File: src/rtl/po2_pkg.sv
// Shared types and helpers for the po2 dot product driver:
// FSM state encoding, legal dot product sizes and a width-generic saturate.
package po2_pkg;

  typedef enum logic [1:0] {
    COLLECT = 2'd0,
    LAUNCH  = 2'd1,
    WAIT    = 2'd2,
    EMIT    = 2'd3
  } state_t;

  // Dot product sizes the engine supports.
  function automatic bit legal_d(input int unsigned d);
    return (d == 32'd4) || (d == 32'd8) || (d == 32'd16);
  endfunction

  // Clamp a sign-extended value to the signed range of a w-bit word (w <= 32).
  function automatic logic signed [63:0] saturate(input logic signed [63:0] s,
                                                  input int unsigned     w);
    logic signed [63:0] hi;
    logic signed [63:0] lo;
    hi = (64'sd1 <<< (w - 32'd1)) - 64'sd1;
    lo = -(64'sd1 <<< (w - 32'd1));
    if (s > hi) return hi;
    if (s < lo) return lo;
    return s;
  endfunction

endpackage

File: src/rtl/po2_dot_product_driver_if.sv
// Activation stream, engine operand/result and result stream of the po2 driver.
interface po2_dot_product_driver_if #(
  parameter int unsigned W = 16,
  parameter int unsigned D = 4
);

  logic [W-1:0]   in_data;
  logic           in_valid;
  logic           in_ready;
  logic [D*W-1:0] packed_a;
  logic           dp_rst;
  logic [2*W-1:0] dp_out;
  logic           dp_out_v;
  logic [W-1:0]   res_data;
  logic           res_valid;
  logic           res_ready;

  // Environment side: upstream producer, engine and downstream consumer.
  modport master (
    output in_data, in_valid, dp_out, dp_out_v, res_ready,
    input  in_ready, packed_a, dp_rst, res_data, res_valid
  );

  // Driver side.
  modport slave (
    input  in_data, in_valid, dp_out, dp_out_v, res_ready,
    output in_ready, packed_a, dp_rst, res_data, res_valid
  );

endinterface

File: src/rtl/po2_requantize.sv
// Requantizes a 2W-bit signed dot product to W bits: arithmetic shift,
// saturation to the W-bit signed range and optional relu.
module po2_requantize
  import po2_pkg::*;
#(
  parameter int unsigned W         = 16,
  parameter int unsigned FRAC_BITS = 8,
  parameter int unsigned RELU      = 0
) (
  input  logic [2*W-1:0] d,
  output logic [W-1:0]   q_c
);

  logic signed [2*W-1:0] s;
  logic signed [63:0]    sat;

  always_comb begin
    s   = $signed(d) >>> FRAC_BITS;
    sat = saturate(64'(s), W);
    q_c = W'(sat);
    if ((RELU != 0) && q_c[W-1]) q_c = '0;
  end

endmodule

File: src/rtl/po2_dot_product_driver.sv
// Collects D activations, restarts the po2 dot product engine, waits for its
// result and emits the requantized value downstream; sticky err on timeout.
module po2_dot_product_driver
  import po2_pkg::*;
#(
  parameter int unsigned W            = 16,
  parameter int unsigned D            = 4,
  parameter int unsigned FRAC_BITS    = 8,
  parameter int unsigned RELU         = 0,
  parameter int unsigned WAIT_TIMEOUT = 64
) (
  input  logic                   clk,
  input  logic                   rst_n,
  po2_dot_product_driver_if.slave bus,
  output logic                   err
);

  localparam int unsigned IDX_W = $clog2(D);
  localparam int unsigned CNT_W = $clog2(WAIT_TIMEOUT + 1);

  if (!legal_d(D) || (FRAC_BITS > W) || (WAIT_TIMEOUT < 8)) begin : g_bad_param
    $error("po2_dot_product_driver: illegal parameter set");
  end

  state_t           state;
  logic [IDX_W-1:0] idx;
  logic [CNT_W-1:0] cnt;
  logic [W-1:0]     rq_c;

  po2_requantize #(
    .W         (W),
    .FRAC_BITS (FRAC_BITS),
    .RELU      (RELU)
  ) u_requantize (
    .d   (bus.dp_out),
    .q_c (rq_c)
  );

  // Control FSM; every output is a register updated here.
  always_ff @(posedge clk or negedge rst_n) begin
    if (!rst_n) begin
      state         <= COLLECT;
      idx           <= '0;
      cnt           <= '0;
      bus.in_ready  <= 1'b0;
      bus.packed_a  <= '0;
      bus.dp_rst    <= 1'b1;
      bus.res_data  <= '0;
      bus.res_valid <= 1'b0;
      err           <= 1'b0;
    end else begin
      case (state)
        COLLECT: begin
          bus.dp_rst   <= 1'b0;
          bus.in_ready <= 1'b1;
          if (bus.in_valid && bus.in_ready) begin
            // Element 0 lands in the most significant slot.
            for (int i = 0; i < int'(D); i++) begin
              if (idx == IDX_W'(i)) bus.packed_a[(int'(D) - 1 - i)*int'(W) +: W] <= bus.in_data;
            end
            if (idx == IDX_W'(D - 1)) begin
              idx          <= '0;
              state        <= LAUNCH;
              bus.in_ready <= 1'b0;
              bus.dp_rst   <= 1'b1;
            end else begin
              idx <= idx + IDX_W'(1);
            end
          end
        end

        LAUNCH: begin
          bus.dp_rst <= 1'b0;
          cnt        <= '0;
          state      <= WAIT;
        end

        WAIT: begin
          if (bus.dp_out_v) begin
            bus.res_data  <= rq_c;
            bus.res_valid <= 1'b1;
            state         <= EMIT;
          end else if (cnt == CNT_W'(WAIT_TIMEOUT - 1)) begin
            // Engine never answered: abandon the vector, no result.
            err          <= 1'b1;
            cnt          <= '0;
            bus.in_ready <= 1'b1;
            state        <= COLLECT;
          end else begin
            cnt <= cnt + CNT_W'(1);
          end
        end

        EMIT: begin
          if (bus.res_ready) begin
            bus.res_valid <= 1'b0;
            bus.in_ready  <= 1'b1;
            state         <= COLLECT;
          end
        end

        default: state <= COLLECT;
      endcase
    end
  end

endmodule

File: src/flat_wrapper.sv
// flat-port wrapper written by rule: the top's interface ports become plain ports
module po2_dot_product_driver_flat import po2_pkg::*;
#(
  parameter int unsigned W            = 16,
  parameter int unsigned D            = 4,
  parameter int unsigned FRAC_BITS    = 8,
  parameter int unsigned RELU         = 0,
  parameter int unsigned WAIT_TIMEOUT = 64
)
  (clk, rst_n, err, bus_in_data, bus_in_valid, bus_dp_out, bus_dp_out_v, bus_res_ready, bus_in_ready, bus_packed_a, bus_dp_rst, bus_res_data, bus_res_valid);
  po2_dot_product_driver_if #(.W(W), .D(D)) bus_i ();
  input  logic clk;
  input  logic rst_n;
  output logic err;
  input wire logic [$bits(bus_i.in_data)-1:0] bus_in_data;
  input wire logic [$bits(bus_i.in_valid)-1:0] bus_in_valid;
  input wire logic [$bits(bus_i.dp_out)-1:0] bus_dp_out;
  input wire logic [$bits(bus_i.dp_out_v)-1:0] bus_dp_out_v;
  input wire logic [$bits(bus_i.res_ready)-1:0] bus_res_ready;
  output wire logic [$bits(bus_i.in_ready)-1:0] bus_in_ready;
  output wire logic [$bits(bus_i.packed_a)-1:0] bus_packed_a;
  output wire logic [$bits(bus_i.dp_rst)-1:0] bus_dp_rst;
  output wire logic [$bits(bus_i.res_data)-1:0] bus_res_data;
  output wire logic [$bits(bus_i.res_valid)-1:0] bus_res_valid;
  assign bus_i.in_data = bus_in_data;
  assign bus_i.in_valid = bus_in_valid;
  assign bus_i.dp_out = bus_dp_out;
  assign bus_i.dp_out_v = bus_dp_out_v;
  assign bus_i.res_ready = bus_res_ready;
  assign bus_in_ready = bus_i.in_ready;
  assign bus_packed_a = bus_i.packed_a;
  assign bus_dp_rst = bus_i.dp_rst;
  assign bus_res_data = bus_i.res_data;
  assign bus_res_valid = bus_i.res_valid;
  po2_dot_product_driver #(.W(W), .D(D), .FRAC_BITS(FRAC_BITS), .RELU(RELU), .WAIT_TIMEOUT(WAIT_TIMEOUT)) u_core (.clk(clk), .rst_n(rst_n), .bus(bus_i), .err(err));
endmodule
File: config.mk
export PLATFORM = sky130hd
export DESIGN_NAME = po2_dot_product_driver_flat
export DESIGN_NICKNAME = d
export VERILOG_FILES = /design/src/rtl/po2_pkg.sv /design/src/rtl/po2_dot_product_driver_if.sv /design/src/rtl/po2_requantize.sv /design/src/rtl/po2_dot_product_driver.sv /design/src/flat_wrapper.sv
export SDC_FILE = /design/constraint.sdc
export NUM_CORES = 1
export LEC_CHECK = 0
export ABC_AREA = 1
export CAP_MARGIN = 20
export CORE_MARGIN = 2
export CORE_UTILIZATION = 30
export CTS_BUF_LIST = sky130_fd_sc_hd__clkbuf_8
export DETAILED_ROUTE_END_ITERATION = 7
export HOLD_SLACK_MARGIN = 0.08
export PLACE_DENSITY_LB_ADDON = 0.25
export SLEW_MARGIN = 20
export SYNTH_ARGS = -nofsm -noshare
export SYNTH_HDL_FRONTEND = slang
export SYNTH_SLANG_ARGS = --single-unit
export TNS_END_PERCENT = 20
File: constraint.sdc
create_clock -name clk -period 1.5 [get_ports clk]
set_input_delay 0.15 -clock clk [delete_from_list [all_inputs] [get_ports clk]]
set_output_delay 0.15 -clock clk [all_outputs]
set_load 0.02 [all_outputs]
Word level (Yosys, flattened, before mapping)
Index checks and enable logic that the tools add are counted.
{"block": "word_totals", "register_bits": 95, "in_bits": 53, "output_inout_bits": 84, "elab_cells": 78}
{"block": "classes", "add_sub_neg": 2, "n_lt_le_gt_ge": 2, "n_eq_ne": 14, "muxes": 29, "bitwise": 1, "n_reduce_logical": 18}
{"op": "$mux 16", "count": 4}
{"op": "$gt 24x16->1 const B", "count": 1}
{"op": "$lt 24x16->1 const B", "count": 1}
{"op": "$reduce_and 3->1", "count": 6}
{"op": "$mux 7", "count": 2}
{"op": "$pmux 7 s2", "count": 1}
{"op": "$mux 1", "count": 12}
{"op": "$mux 2", "count": 6}
{"op": "$eq 2x2->1 const B", "count": 4}
{"op": "$pmux 2 s4", "count": 1}
{"op": "$reduce_and 4->1", "count": 2}
{"op": "$add 7x1->7 const B", "count": 1}
{"op": "$eq 7x6->1 const B", "count": 1}
{"op": "$ne 2x1->1 const B", "count": 3}
{"op": "$ne 2x2->1 const B", "count": 3}
{"op": "$reduce_and 2->1", "count": 3}
{"op": "$reduce_bool 2->1", "count": 3}
{"op": "$eq 2x1->1 const B", "count": 2}
{"op": "$logic_not 2->1", "count": 2}
{"op": "$pmux 1 s2", "count": 2}
{"op": "$ne 3x2->1 const B", "count": 1}
{"op": "$pmux 1 s3", "count": 1}
{"op": "$reduce_bool 3->1", "count": 1}
{"op": "$add 2x1->2 const B", "count": 1}
{"op": "2 further kinds", "count": 2}

Depth between registers and ports, before layout
Gate-level depths: netlist of run 1.
{"block": "logic_depth", "word_depth": 5, "depth_mapped": 8, "depth_no_buf": 8}

By module
A second synthesis of run 1 with hierarchy kept.
{"block": "hier_totals", "hier_cells": 441, "area_unflattened_um2": 4166.5}
{"module": "po2_dot_product_driver", "instances": 1, "cells_each": 393, "area_per_inst_um2": 3953.8, "seq_area_each_um2": 2378.5}
{"module": "po2_requantize", "instances": 1, "cells_each": 48, "area_per_inst_um2": 212.7, "seq_area_each_um2": 0.0}

Worst setup path before layout of run 1
No wires, ideal clock.
{"block": "synth_timing", "path_kind": "register -> register", "from": "reg u_core.bus.in_ready", "to": "reg u_core.bus.packed_a[37]", "setup_ns": 0.127, "t_arrival_ns": 1.224, "required_time_ns": 1.373, "slack_ns": 0.149, "stages_incl_launch_ff": 7, "n_path_buf": 1, "synth_period_minus_slack_ns": 1.351, "cell_sequence": "dfrtp_1 nand2_1 nor2_8 nand2_4 buf_2 nand2_1 o21ai_0"}
{"block": "synth_between", "elab_chain_len": 2}
{"element": "start, declared", "line_no": "po2_dot_product_driver_if.sv:27", "source": "output in_ready, packed_a, dp_rst, res_data, res_valid"}
{"element": "start signal, assigned", "line_no": "po2_dot_product_driver.sv:45", "source": "bus.in_ready <= 1'b0;"}
{"element": "start signal, assigned", "line_no": "po2_dot_product_driver.sv:55", "source": "bus.in_ready <= 1'b1;"}
{"element": "start signal, assigned", "line_no": "po2_dot_product_driver.sv:64", "source": "bus.in_ready <= 1'b0;"}
{"element": "$logic_and 1x1->1", "line_no": "po2_dot_product_driver.sv:56", "source": "if (bus.in_valid && bus.in_ready) begin"}
{"element": "$reduce_and 3->1 (no source line)"}
{"element": "end signal, assigned by index", "line_no": "po2_dot_product_driver.sv:59", "source": "if (idx == IDX_W'(i)) bus.packed_a[(int'(D) - 1 - i)*int'(W) +: W] <= bus.in_data;"}
{"element": "end, declared", "line_no": "po2_dot_product_driver_if.sv:27"}
No other way between the ends.
A chain may end at the register's enable or synchronous reset.

Final worst setup path of run 1
{"block": "layout_timing", "from": "reg u_core.bus.dp_rst", "to": "out bus_dp_rst"}
{"element": "start, declared", "line_no": "po2_dot_product_driver_if.sv:27"}
{"element": "start signal, assigned", "line_no": "po2_dot_product_driver.sv:47", "source": "bus.dp_rst <= 1'b1;"}
{"element": "start signal, assigned", "line_no": "po2_dot_product_driver.sv:54", "source": "bus.dp_rst <= 1'b0;"}
{"element": "start signal, assigned", "line_no": "po2_dot_product_driver.sv:65", "source": "bus.dp_rst <= 1'b1;"}
{"element": "end, declared", "line_no": "flat_wrapper.sv:22", "source": "output wire logic [$bits(bus_i.dp_rst)-1:0] bus_dp_rst;"}
No word-level cell between the ends.

==> impl_metrics.json, run 1 <==
{
  "outcome": "completed",
  "rsz0062_at_grt": "false",
  "startpoint": "u_core.bus.dp_rst",
  "ctsHtreeMaxLevel": 3,
  "crit_required_ns": 1.35,
  "vdd_ir_drop_max_mv": 0.867,
  "fmax_mhz": 706,
  "power.share.clock_pct": 14.6,
  "die_y_um": 120,
  "first_pass_iters": 4,
  "crit_chain": "dlygate4sd2_1",
  "tns_ns": 0,
  "critPathMaxStageDelay_ns": 0.54,
  "area_delta_synth_final_pct": 41.1,
  "initial_core_util_pct": 30.5,
  "p_per_area_mw_per_mm2": 1900,
  "synth_area_leaders": "dfrtp_1 59%, nand2_1 15%, o21ai_0 7.3%",
  "path_buf_inv": 1,
  "synth-edff-count": 0,
  "yosysTopAreaCellShare_pct": 58.5,
  "cp_top_family": "flip-flops",
  "layout-drive-gt1-share_pct": 8.33,
  "wl_met3_um": 385,
  "post-dp-hpwl_um": 7220,
  "synthArstFlopShare_pct": 100,
  "grt_pass1_wl_um": 17100,
  "io_buffers": 128,
  "totalPowerFinal_mw": 10.8,
  "num_rows": 42,
  "antenna_found_initial": 0,
  "multiInputGateArea_mm2": 0.00131,
  "syn_avg_cell_area_um2": 9.10,
  "start_kind": "flip-flop",
  "synth_cells": 442,
  "drc": 0,
  "cts_tree": "done",
  "critPathKind": "flip-flop to output port",
  "cts_max_path_buffers": 2,
  "place_congestion": 0.776,
  "min_period_over_period_pct": 94.5,
  "fin_worst_skew_ns": 0.0145,
  "synth.most_common_cell": "nand2_1",
  "die_area_mm2": 0.0143,
  "cap_violations": 0,
  "overflow": 0,
  "insertion_delay_ns": 0.37,
  "via_per_inst": 4.29,
  "final.fill_count": 1334,
  "wl_met2_um": 5030,
  "seqPwrFrac_pct": 40.1,
  "num-nets-final": 641,
  "numCtsBuffers": 9,
  "dp_slack_ns": -0.0873,
  "cp_num_cells": 1,
  "clk_pin_slew_ns": 0.09,
  "cts_root_buf": "clkbuf_8",
  "ys_ff_latch": 95,
  "fin_cells": 764,
  "syn-num-nets": 500,
  "p_sw_share_pct": 42.3,
  "synth_warnings": 0,
  "synth_largest_area_cell": "dfrtp_1",
  "crit_end": "bus_dp_rst",
  "internal-power_mw": 6.24,
  "synth_commonest_cells": "163 x nand2_1, 94 x dfrtp_1, 59 x o21ai_0",
  "drtIter0Drc": 143,
  "track_usage_pct": 15.1,
  "timing.rr.end": "u_core.bus.in_ready",
  "grt_pass1_vias": 3419,
  "wl_met1_um": 4360,
  "die_w_um": 120,
  "crit_arrival_ns": 1.27,
  "holdWs_ns": 0.134,
  "worstMarginPinSlew_ns": 0.304,
  "p_comb_share_pct": 45.3,
  "ios": 137,
  "ant_nets": 0,
  "synth.yosys.seq_area_share_pct": 59.2,
  "slew_headroom_pct": 79.7,
  "highest_layer": "met4",
  "p_leak_nw": 3.08,
  "ys_types": 24,
  "setup_viol": 0,
  "wirelength_um": 10000,
  "reg2reg_setup_slack_ns": 0.16,
  "wl_per_cell_um": 13.1,
  "via_count": 3276,
  "synthFlopType": "dfrtp_1",
  "end_kind": "output port",
  "hold_class": "input port to async pin",
  "period_minus_slack_ns": 1.42,
  "fin_ws_ns": 0.0830,
  "dpl.cell_count": 745,
  "cts.sinks": 95,
  "hold_violations": 0,
  "crit_fanout": 2,
  "core_area_mm2": 0.0132,
  "grt_max_degree": 47,
  "antenna_cells": 0,
  "rr_worst_depth": 8,
  "r2r_start": "u_core.cnt[1]",
  "seq_area_mm2": 0.00238,
  "drv_slew": 0,
  "syn_area_mm2": 0.00402,
  "p_switching_mw": 4.57,
  "cp_slowest_cell": "dfstp_2"
}
-- logic make-up after synthesis --
| group | after synthesis | share of synthesized area (%) |
|---|---|---|
| and+or+nand+nor | 202 | 21.1 |
| AOI/OAI and AO/OA | 76 | 9.90 |
| DFF | 95 | 59.2 |
| buffers and inverters | 64 | 8.25 |
| adders and majority gates | 5 | 1.56 |
-- placed cells by master (no fill, tap or decap), types with 2 or more instances in the layout --
master and instances:
nand2_4 6, clkinvlp_4 4, nor2_1 15, dfrtp_1 94
nand2_1 163, buf_12 7, clkbuf_8 10, ha_1 5
dlygate4sd2_1 84, a21oi_1 2, nor3_1 2, clkdlybuf4s50_1 43
nand3_1 10, inv_1 46, o21ai_0 59, inv_2 2
o21ai_1 12, buf_4 11
-- registers in the layout, summed over array words and instances (netlist names) --
name,count
u_core.bus.packed_a,64
u_core.bus.res_data,16
u_core.cnt,7
u_core.idx,2
u_core.state,2
u_core.bus.dp_rst,1
u_core.bus.in_ready,1
u_core.bus.res_valid,1
u_core.err,1
-- worst min-delay path by stage --
stage	start	to	slack (ns)	cells past startpoint
6_report	rst_n	u_core.bus.res_data[4]	0.13	2
5_1_grt	rst_n	u_core.bus.res_data[4]	0.14	2
4_1_cts	rst_n	u_core.bus.res_data[4]	0.11	2
3_5_place_dp	rst_n	u_core.bus.res_data[4]	-0.02	1
3_3_place_gp	rst_n	u_core.bus.res_data[4]	-0.02	1
2_1_floorplan	rst_n	u_core.bus.in_ready	-0.15	0
-- area by class of cell --
type	instances	share of cell area [%]
Sequential cell	95	41.9
Inverter	48	3.18
Clock buffer	10	2.43
Timing Repair Buffer	146	24.7
Clock inverter	6	0.772
Tap cell	176	3.88
Multi-Input combinational cell	283	23.1
-- layer usage --
metal	GRT usage, %	vias to the layer above
li1	-	1658
met1	18.9	1533
met2	25.5	71
met3	2.47	14
met4	7.06	0
met5	0	-
-- per-stage QoR --
stage / utilization [%] / cell area [um^2]
finish: 43.0 / 5670
global route: 43.0 / 5670
CTS: 42.9 / 5650
detailed placement: 42.2 / 5570
global placement: 42.2 / 5570
floorplan: - / 4020
-- power groups by stage --
stage          registers, mW  logic (mW)  clock network [mW]
3_5_place_dp            4.41        5.66                   0
2_1_floorplan           5.63        1.57                   0
3_3_place_gp            4.40        5.56                   0
5_1_grt                 4.49        5.40                1.73
6_report                4.33        4.89                1.58
4_1_cts                 4.35        4.95                1.65
-- repair_timing --
item,CTS,global route
endpoints found under the setup margin,84,1
gates resized for setup,84,1
hold endpoints to repair,95,0
buffers inserted,0,2
hold buffers,1,0
pin swaps,0,0
No activity file was read; power rests on OpenSTA's default activity.
==> run 2: changes to the inputs <==
- ABC_CLOCK_PERIOD_IN_PS: not set -> 1500
==> results of run 2 <==
Final layout, timing and power as in run 1 (identical DEF).
==> run 3: changes to the inputs <==
- CAP_MARGIN: 20 -> not set
- SETUP_SLACK_MARGIN: not set -> 0.2
==> impl_metrics.json, run 3 (synthesis gave the netlist of run 1 again) <==
{
  "hold_class": "input port to async pin",
  "p_leak_nw": 3.09,
  "initial_core_util_pct": 30.5,
  "fmax_mhz": 749,
  "seq_area_mm2": 0.00238,
  "cts_tree": "done",
  "outcome": "completed",
  "first_pass_iters": 4,
  "crit_chain": "inv_2 -> nand2_4 -> nor2_8 -> buf_12 -> nand2_8 -> nand2_1 -> o21ai_0",
  "area_delta_synth_final_pct": 48.1,
  "postPlaceCellArea_mm2": 0.00548,
  "crit_arrival_ns": 1.58,
  "final.fill_count": 1334,
  "antenna_cells": 0,
  "layout-drive-gt1-share_pct": 15.0,
  "drtIter0Drc": 154,
  "grt_max_degree": 37,
  "vdd_ir_drop_max_mv": 0.658,
  "rsz0062_at_grt": "true",
  "largest_registers": "u_core.bus.packed_a: 64 flops, u_core.bus.res_data: 16 flops, u_core.cnt: 7 flops",
  "min_period_over_period_pct": 89.1,
  "numCtsBuffers": 9,
  "crit_required_ns": 1.74,
  "grt_pass1_wl_um": 16500,
  "crit_fanout": 16,
  "die_y_um": 120,
  "final_common_cell": "nand2_1",
  "num-nets-final": 647,
  "worstMarginPinSlew_ns": 0.275,
  "fin_cells": 770,
  "setup_viol": 0,
  "stdcell_area_mm2": 0.00595,
  "die_area_mm2": 0.0143,
  "cp_slowest_cell": "dfrtp_1",
  "num_rows": 42,
  "wirelength_um": 10900,
  "post-dp-hpwl_um": 7140,
  "overflow": 0,
  "final_cell_mix": "139 x nand2_1, 93 x dfrtp_1, 83 x dlygate4sd2_1, 49 x o21ai_0, 48 x inv_1",
  "antenna_found_initial": 0,
  "clk_pin_slew_ns": 0.08,
  "cts_max_path_buffers": 2,
  "hold_violations": 0,
  "die_w_um": 120,
  "totalPowerFinal_mw": 11.6,
  "fin_worst_skew_ns": 0.00718,
  "core_area_mm2": 0.0132,
  "ant_nets": 0,
  "track_usage_pct": 14.5,
  "io_buffers": 128,
  "ctsHtreeMaxLevel": 3,
  "multiInputGateArea_mm2": 0.00159,
  "wl_per_cell_um": 14.2,
  "critPathKind": "flip-flop to flip-flop",
  "tns_ns": 0,
  "cap_violations": 0,
  "ios": 137,
  "insertion_delay_ns": 0.36,
  "period_minus_slack_ns": 1.34,
  "p_per_area_mw_per_mm2": 1940,
  "critPathMaxStageDelay_ns": 0.39,
  "regMostFlops": "u_core.bus.packed_a",
  "via_count": 3417,
  "place_congestion": 0.851,
  "start_kind": "flip-flop",
  "cts.sinks": 95,
  "drv_slew": 0,
  "cts_root_buf": "clkbuf_8",
  "grt_pass1_vias": 3222,
  "end_kind": "flip-flop",
  "drc": 0,
  "largest_reg_flops": 64,
  "dpl.cell_count": 740,
  "slew_headroom_pct": 81.7,
  "via_per_inst": 4.44,
  "holdWs_ns": 0.201
}
run 3: power by group:
group	internal (mW)	total, mW	switching (mW)
Clock	0.849	1.72	0.869
Sequential	3.70	4.40	0.706
Combinational	2.15	5.46	3.31
run 3: what timing repair did:
item | CTS | global route
setup buffers | 0 | 8
cloned | 0 | 5
hold buffers | 1 | 0
endpoints found under the hold margin | 95 | 0
gates resized for setup | 108 | 41
pin swaps | 22 | 7
endpoints found under the setup margin | 164 | 87
run 3: layout make-up:
type	count	share of cell area [%]
inverters	48	3.03
well taps	176	3.70
clock buffers	11	2.54
repair buffers	147	23.2
flip-flops and latches	95	40.0
multi-input cells	288	26.7
clock inverters	5	0.841
run 3: path summary, 6_finish.rpt:
| kind | from | to | slack (ns) | cells after the start |
|---|---|---|---|---|
| min in group clk | bus_in_data[11] | u_core.bus.packed_a[59] | 0.39 | 3 |
| worst max register to register | u_core.state[1] | u_core.bus.packed_a[32] | 0.16 | 7 |
| worst max-delay path | u_core.state[1] | u_core.bus.packed_a[32] | 0.16 | 7 |
| worst min-delay path | rst_n | u_core.bus.res_data[3] | 0.20 | 2 |
| max in group asynchronous | rst_n | u_core.bus.packed_a[52] | 0.76 | 3 |
| worst min register to register | u_core.bus.res_data[4] | u_core.bus.res_data[4] | 0.47 | 2 |
run 3: through the flow:
| stage | utilization (%) | setup WS [ns] |
|---|---|---|
| floorplan | - | 0.234 |
| global placement | 41.6 | -0.0248 |
| detailed placement | 41.6 | -0.0522 |
| CTS | 42.8 | 0.128 |
| global route | 45.1 | 0.0759 |
| finish | 45.1 | 0.164 |
run 3: worst max-delay path, delay by kind of cell, from the launching register on:
family | cells | cell delay [ns]
flip-flops | 1 | 0.39
AO/OA/AOI/OAI | 1 | 0.07
buffers and inverters | 2 | 0.31
AND/OR/NAND/NOR | 4 | 0.44
run 3: routing by layer:
metal | share of wire [%] | track usage (%)
met5 | 0 | 0
met3 | 2.8 | 2.85
met2 | 49 | 23.5
met4 | 2.1 | 5.96
met1 | 46 | 19.2
